File: src/rtl/reg_file_mp.sv
// Parametrised multi-port register file with async reads, optional write->read
// bypass, optional hardwired-zero register 0 and a per-register busy scoreboard.
module reg_file_mp #(
  parameter int ADDR_WIDTH = 5,
  parameter int DATA_WIDTH = 32,
  parameter int NUM_RD     = 2,
  parameter int NUM_WR     = 1,
  parameter int BYPASS     = 1,
  parameter int ZERO_REG   = 1
) (
  input  logic                             clk,
  input  logic                             rst_n,
  input  logic [NUM_RD*ADDR_WIDTH-1:0]     rd_addr,
  output logic [NUM_RD*DATA_WIDTH-1:0]     rd_data,
  output logic [NUM_RD-1:0]                rd_busy,
  input  logic [NUM_WR*ADDR_WIDTH-1:0]     wr_addr,
  input  logic [NUM_WR*DATA_WIDTH-1:0]     wr_data,
  input  logic [NUM_WR-1:0]                wr_en,
  input  logic                             sb_set_en,
  input  logic [ADDR_WIDTH-1:0]            sb_set_addr,
  output logic [ADDR_WIDTH:0]              busy_cnt
);

  localparam int DEPTH = 1 << ADDR_WIDTH;

  logic [DATA_WIDTH-1:0] mem_q [DEPTH];
  logic [DEPTH-1:0]      busy_q, busy_d;
  logic [ADDR_WIDTH:0]   cnt_q, cnt_d;
  logic [NUM_WR-1:0]     wr_ok;
  logic                  sb_ok;

  // With a hardwired zero register, anything aimed at r0 is discarded up front
  always_comb begin
    wr_ok = '0;
    for (int j = 0; j < NUM_WR; j++) begin
      wr_ok[j] = wr_en[j] &&
                 !(ZERO_REG != 0 && wr_addr[j*ADDR_WIDTH +: ADDR_WIDTH] == '0);
    end
    sb_ok = sb_set_en && !(ZERO_REG != 0 && sb_set_addr == '0);
  end

  // Retiring writes clear first so a same-cycle issue to that register wins
  always_comb begin
    busy_d = busy_q;
    for (int j = 0; j < NUM_WR; j++) begin
      if (wr_ok[j]) begin
        busy_d[wr_addr[j*ADDR_WIDTH +: ADDR_WIDTH]] = 1'b0;
      end
    end
    if (sb_ok) begin
      busy_d[sb_set_addr] = 1'b1;
    end
    cnt_d = '0;
    for (int k = 0; k < DEPTH; k++) begin
      cnt_d = cnt_d + (ADDR_WIDTH+1)'(busy_d[k]);
    end
  end

  always_ff @(posedge clk or negedge rst_n) begin
    if (!rst_n) begin
      for (int k = 0; k < DEPTH; k++) begin
        mem_q[k] <= '0;
      end
      busy_q <= '0;
      cnt_q  <= '0;
    end else begin
      for (int j = 0; j < NUM_WR; j++) begin
        if (wr_ok[j]) begin
          mem_q[wr_addr[j*ADDR_WIDTH +: ADDR_WIDTH]] <= wr_data[j*DATA_WIDTH +: DATA_WIDTH];
        end
      end
      busy_q <= busy_d;
      cnt_q  <= cnt_d;
    end
  end

  assign busy_cnt = cnt_q;

  for (genvar i = 0; i < NUM_RD; i++) begin : g_rd
    logic [ADDR_WIDTH-1:0] ra;
    logic [DATA_WIDTH-1:0] rdat;
    logic                  rbsy;

    assign ra = rd_addr[i*ADDR_WIDTH +: ADDR_WIDTH];

    // Later write ports override earlier ones, matching the storage priority
    always_comb begin
      rdat = mem_q[ra];
      rbsy = busy_q[ra];
      if (BYPASS != 0) begin
        for (int j = 0; j < NUM_WR; j++) begin
          if (wr_ok[j] && wr_addr[j*ADDR_WIDTH +: ADDR_WIDTH] == ra) begin
            rdat = wr_data[j*DATA_WIDTH +: DATA_WIDTH];
            rbsy = 1'b0;
          end
        end
      end
      if ((ZERO_REG != 0 && ra == '0) || !rst_n) begin
        rdat = '0;
        rbsy = 1'b0;
      end
    end

    assign rd_data[i*DATA_WIDTH +: DATA_WIDTH] = rdat;
    assign rd_busy[i] = rbsy;
  end

endmodule
File: config.mk
export PLATFORM = sky130hd
export DESIGN_NAME = reg_file_mp
export DESIGN_NICKNAME = d
export VERILOG_FILES = /design/src/rtl/reg_file_mp.sv
export SDC_FILE = /design/constraint.sdc
export NUM_CORES = 2
export LEC_CHECK = 0
export ABC_AREA = 0
export BUFFER_PORTS_ARGS = -buffer_cell sky130_fd_sc_hd__buf_2
export CORE_UTILIZATION = 30
export DETAILED_ROUTE_END_ITERATION = 6
export GPL_ROUTABILITY_DRIVEN = 0
export GPL_TIMING_DRIVEN = 0
export SYNTH_ARGS = -nofsm -noshare
export SYNTH_HDL_FRONTEND = slang
export SYNTH_SLANG_ARGS = --single-unit
File: constraint.sdc
create_clock -name clk -period 6.9 [get_ports clk]
set_input_delay 0.69 -clock clk [delete_from_list [all_inputs] [get_ports clk]]
set_output_delay 0.69 -clock clk [all_outputs]
set_load 0.03 [all_outputs]
# == Yosys cells after proc, flatten, opt, wreduce, memory -nomap -nowiden ==
# Index checks and enable logic that the tools add are counted.
# totals
reg_bits,1062
# op_classes
n_addsub,31
magnitude_cmp,10
eq_ne,2
n_mux,27
bitwise,6
n_reduce_logical,16
# ops
cell,n
$bwmux W1024,1
$mux W32,11
$bmux W32 S5,2
$demux W32 S5,1
$add A6 B1 Y6,26
$and A32 B32 Y32,1
$not A32 Y32,1
$or A32 B32 Y32,1
$lt A5 B6 Y1 const B,4
$logic_not A5 Y1,4
$ge A6 B6 Y1 const B,3
$not A5 Y6,3
$bmux W1 S5,2
$demux W1 S5,2
$eq A5 B5 Y1,2
$ge A5 B1 Y1 const B,2
$mux W1,8
$logic_and A1 B1 Y1,7
$add A5 B1 Y6,1
$lt A6 B1 Y1 const B,1
$add A4 B1 Y5,1
$add A3 B1 Y4,1
$add A2 B1 Y3,1
$logic_not A1 Y1,3
2 further kinds,3

# == Logic depth before layout (Yosys ltp) ==
# depth
depth_word,40
ltp_mapped,23
mapped_depth_nobuf,20

# == Worst setup path after synthesis ==
# OpenSTA, ideal clock, no wires.
# synth_timing
path_kind,input to register
from,input wr_addr[4]
to,"register cnt_q[4], in the netlist busy_cnt[4]"
arrival_time_ps,5930
t_required_ps,6820
setup_slack_ps,890
cell_stages,18
path_cell_list,clkbuf_1 > nor3b_1 > nand2_1 > clkbuf_1 > a22o_1 > fa_1 > inv_1 > fa_1 > fa_1 > fa_1 > fa_1 > fa_1 > inv_1 > ha_1 > fa_1 > a21o_1 > a21oi_1 > xnor2_1
# synth_lines
element,line,rtl
"start, declared",16,"input logic [NUM_WR*ADDR_WIDTH-1:0] wr_addr,"
$lt A5 B6 Y1 (not written as such) / $ge A5 B1 Y1 (equally long branches),47,busy_d[wr_addr[j*ADDR_WIDTH +: ADDR_WIDTH]] = 1'b0;
$logic_and A1 B1 Y1 (not written as such),47,
$mux W1 (not written as such),47,
$demux W1 S5,47,
$not A32 Y32 (no source line),n/a,
$and A32 B32 Y32 (no source line),n/a,
$mux W32 (*),46,if (wr_ok[j]) begin
$or A32 B32 Y32 (no source line),n/a,
$mux W32 (*),50,if (sb_ok) begin
via busy_d[17],27,"logic [DEPTH-1:0] busy_q, busy_d;"
$add A6 B1 Y6 (*) (15 in a row),55,cnt_d = cnt_d + (ADDR_WIDTH+1)'(busy_d[k]);
via cnt_d[4],28,"logic [ADDR_WIDTH:0] cnt_q, cnt_d;"
"end signal, assigned",73,cnt_q <= cnt_d;
"end, declared",28,
# The timed path passes the listed nets; every way through them passes the cells marked *.
# A chain may end at the register's enable or synchronous reset.

# == Worst setup path in the final report ==
# layout_timing
from,input wr_addr[3]
to,"register cnt_q[4], in the netlist busy_cnt[4]"
# layout_via
elab_chain_len,40
# layout_rtl
element,line
$lt A5 B6 Y1 (not written as such) / $ge A5 B1 Y1 (equally long branches),47
$logic_and A1 B1 Y1 (not written as such),47
$mux W1 (not written as such),47
$demux W1 S5,47
$not A32 Y32 (no source line),n/a
$and A32 B32 Y32 (no source line),n/a
$mux W32 (*),46
$or A32 B32 Y32 (no source line),n/a
$mux W32 (*),50
$add A1 B1 Y2,55
$add A2 B1 Y3,55
$add A3 B1 Y4,55
$add A4 B1 Y5,55
$add A5 B1 Y6,55
$add A6 B1 Y6 (25 in a row),55
$add A6 B1 Y6 (*),55
via cnt_d[4],28
# Marked as above.

==> reports/metrics.cfg <==
[power]
power.sequential.fraction_pct=39.6
finalPower_uw=21110
power.clock.fraction_pct=32.5
comb_power_share_pct=27.9
leakage_uw=0.02861
intPower_uw=14030
power_density_nw_per_um2=325.6
irDropWorstVdd_mv=0.5828
power.share.switching_pct=33.54
p_sw_uw=7081

[logic_synthesis]
combinational_family_with_the_most_area_after_synthesis=multiplexers
synth.yosys.seq_area_share_pct=46.91
synth_top_area_cell=sky130_fd_sc_hd__dfrtp_1
yosys-mux-area-fraction_pct=26.22
synth.ff_latch_count=1062
post_synth_and_or_nand_nor_area_fraction_pct=6.071
synth-xor-area-share_pct=0.2010
synth_compound_gate_area_share_pct=14.84
syn_area_per_cell_sq_um=11.39
synthesis.yosys.warnings=0
synth_top_cell_area_share_pct=46.91
synth_adder_area_share_pct=1.003
synth.lib_cells_used.distinct=63
synth_top_cells_by_area=sky130_fd_sc_hd__dfrtp_1 (47%), sky130_fd_sc_hd__mux4_2 (14%), sky130_fd_sc_hd__o21ai_0 (6.9%), sky130_fd_sc_hd__mux2i_1 (6.6%), sky130_fd_sc_hd__mux2_2 (5.7%)
synth.cell_area_sq_um=56660
number_of_enable_type_register_cells_in_the_synthesized_netlist=0
postSynthNetCount=5062
async_flop_share_pct=100.0
flip_flop_cell_with_the_highest_count_after_synthesis=sky130_fd_sc_hd__dfrtp_1
synth_cells=4975

[cts]
clkLatencyLatePin_ps=770
total_number_of_clock_tree_sinks=1062
clk_pin_slew_worst_paths_ps=60
cts.htree.levels=3
clock_tree_from_tritoncts=built
ctsHoldBuffers=1
post_cts_resized=0
cts_made_buffers=114
root_buffer=sky130_fd_sc_hd__clkbuf_16
cts_setup_buffers=0
clk_path_buf_depth=3

[timing]
fmaxAchievable_mhz=152.9
worst_slew_margin_rel_pct=-16.85
skew_final_ps=15.64
worstMarginPinSlew_ps=1753
slew_violations=175
timing.final.ws_setup_ps=360.7
timing.final.setup_violations=0
finalWorstPathRequiredPeriod_ps=6539
hold-worst-slack_ps=-36.71
setup_repair_after_global_routing_missed_its_margin=false
period_utilisation_layout_pct=94.77
finalHoldViolCount=25

[worst_setup_path]
setup.worst_path.start_class=primary input
worst_setup_path_end_kind=flop
regToRegSetupSlack_ps=1880
cp.required_ps=7570
worstSetupPathType=primary input to flop
path_common_cell=sky130_fd_sc_hd__fa_1
cp.arrival_ps=7210
path_cells=buf_2 -> clkbuf_1 -> and3b_1 -> nand2_1 -> clkbuf_1 -> a22oi_1 -> fa_1 -> fa_1 -> fa_1 -> fa_1 -> fa_1 -> fa_1 -> inv_1 -> ha_1 -> fa_1 -> a21o_1 -> a21oi_1 -> xnor2_1
cp_slowest_stage_delay_ps=980
worst_path_max_delay_cell=sky130_fd_sc_hd__clkbuf_1
critPathMaxFanout=10

[layout]
most-common-layout-cells=sky130_fd_sc_hd__dfrtp_1 (1,062), sky130_fd_sc_hd__nand2_1 (805), sky130_fd_sc_hd__o21ai_0 (780)
drive_gt1_share_pct=21.46
postLayoutCellArea_sq_um=64830
area_growth_pct=14.43
layout_commonest_cell=sky130_fd_sc_hd__dfrtp_1
design.final.nets=5307

[floorplan]
dieArea_sq_um=190600
floorplan.initialDensity_pct=30.20
die_height_microns=436.6
core_region_area_sq_um=187600
die_w_microns=436.6
pin_count=128
rows=159

[route]
route.detailed.vias_per_inst=6.494
drt.antenna.violating_nets=0
remaining_drc_errors=50
route.final.wire_length_microns=287000
wire_per_inst_microns=36.64
routed-via-count=50870
drt_iter0_drcs=8913
dr.pass1.iters=7

[global_routing]
largest_net_degree_at_the_start_of_global_routing=164
first_global_vias=48300
overflow=0
grt_pass1_wl_microns=388300
antenna_found_initial=37
globalRouteTotalUtil_pct=29.23

[run_status]
violations=design-rule violations, negative hold slack, max-capacitance violations, max-slew violations
outcome=complete, but fails checks

[placement]
port-buffer-count=118
placed_area_sq_um=60610
pre_cts_slack_ps=-109.4
dpl.hpwl_microns=192200

[job]
max_cap_viol_count=18

[worst_hold_path]
timing.hold.worst.class=primary input to async pin

-- per-stage QoR --
step                      utilization [%]  cells  setup TNS (ps)
after global routing                34.54   7816               0
after CTS                           34.51   7809               0
after detailed placement            32.31   7596          -109.4
final                               34.56   7833               0
after global placement              32.18   7588               -
after floorplan                         -   4975               0
-- synthesized netlist by cell type, drive strengths merged, types with 7 or more instances --
master	n
mux2	287
fa	24
nand2	805
nor3	9
buf	172
o221ai	39
mux2i	376
xor2	11
o21bai	58
nor2	21
o32ai	31
inv	85
a22o	11
a211o	60
a22oi	62
o21ai	780
clkbuf	350
nor2b	7
a21o	33
ha	7
nor3b	7
a21oi	95
a221oi	116
o22ai	67
dfrtp	1062
mux4	349
-- critical path, delay by kind of cell --
kind	cells	cell delay, ps
fa+ha+maj	8	3790
buf+inv	4	1560
compound gates	3	680
simple gates	2	320
xor+xnor	1	150
-- layer usage --
layer  GRT usage [%]  wire (microns)  vias to the layer above
met5           1.991             790                        -
met4           24.79           29870                       36
met3           14.85           45740                     1546
met2           40.09          114800                     4819
met1           33.35           95840                    25630
li1                -               -                    18840
-- power groups by stage --
stage	Combinational, uW	Clock (uW)	Sequential (uW)
3_5_place_dp	5830	0	8400
2_1_floorplan	4070	0	8130
3_3_place_gp	5710	0	8340
4_1_cts	5860	6800	8300
5_1_grt	6440	7030	8470
6_report	5890	6850	8360
-- flip-flops by register name, summed over array words and instances (netlist names) --
| signal | flops |
|---|---|
| busy_cnt | 6 |
| busy_q | 32 |
| mem_q | 1024 |
-- final timing paths --
kind	endpoint	cells past startpoint	from
max	busy_cnt[4]$_DFF_PN0_	18	wr_addr[3]
min	mem_q[410]$_DFFE_PN0P_	2	rst_n
max reg2reg	busy_cnt[4]$_DFF_PN0_	13	busy_q[23]$_DFF_PN0_
min reg2reg	mem_q[1002]$_DFFE_PN0P_	1	mem_q[1002]$_DFFE_PN0P_
max in group asynchronous	mem_q[905]$_DFFE_PN0P_	4	rst_n
min in group clk	busy_q[28]$_DFF_PN0_	2	sb_set_addr[1]
-- cells by family after synthesis --
| group | count (synthesis) |
|---|---|
| compound gates | 1374 |
| flops | 1062 |
| mux | 1012 |
| simple gates | 876 |
| buf+inv | 607 |
| fa+ha+maj | 31 |
| xor+xnor | 13 |
-- area by class of cell --
class	instances	area (sq um)
Fill cell	18660	122800
Multi-Input combinational cell	3306	27390
Sequential cell	1062	26580
Clock buffer	157	3326
Tap cell	2495	3122
Buffer	522	2405
Timing Repair Buffer	129	870.8
Clock inverter	55	773.2
Inverter	85	319.1
Antenna cell	22	55.05
Note: power is estimated with default switching activity, not from simulation.
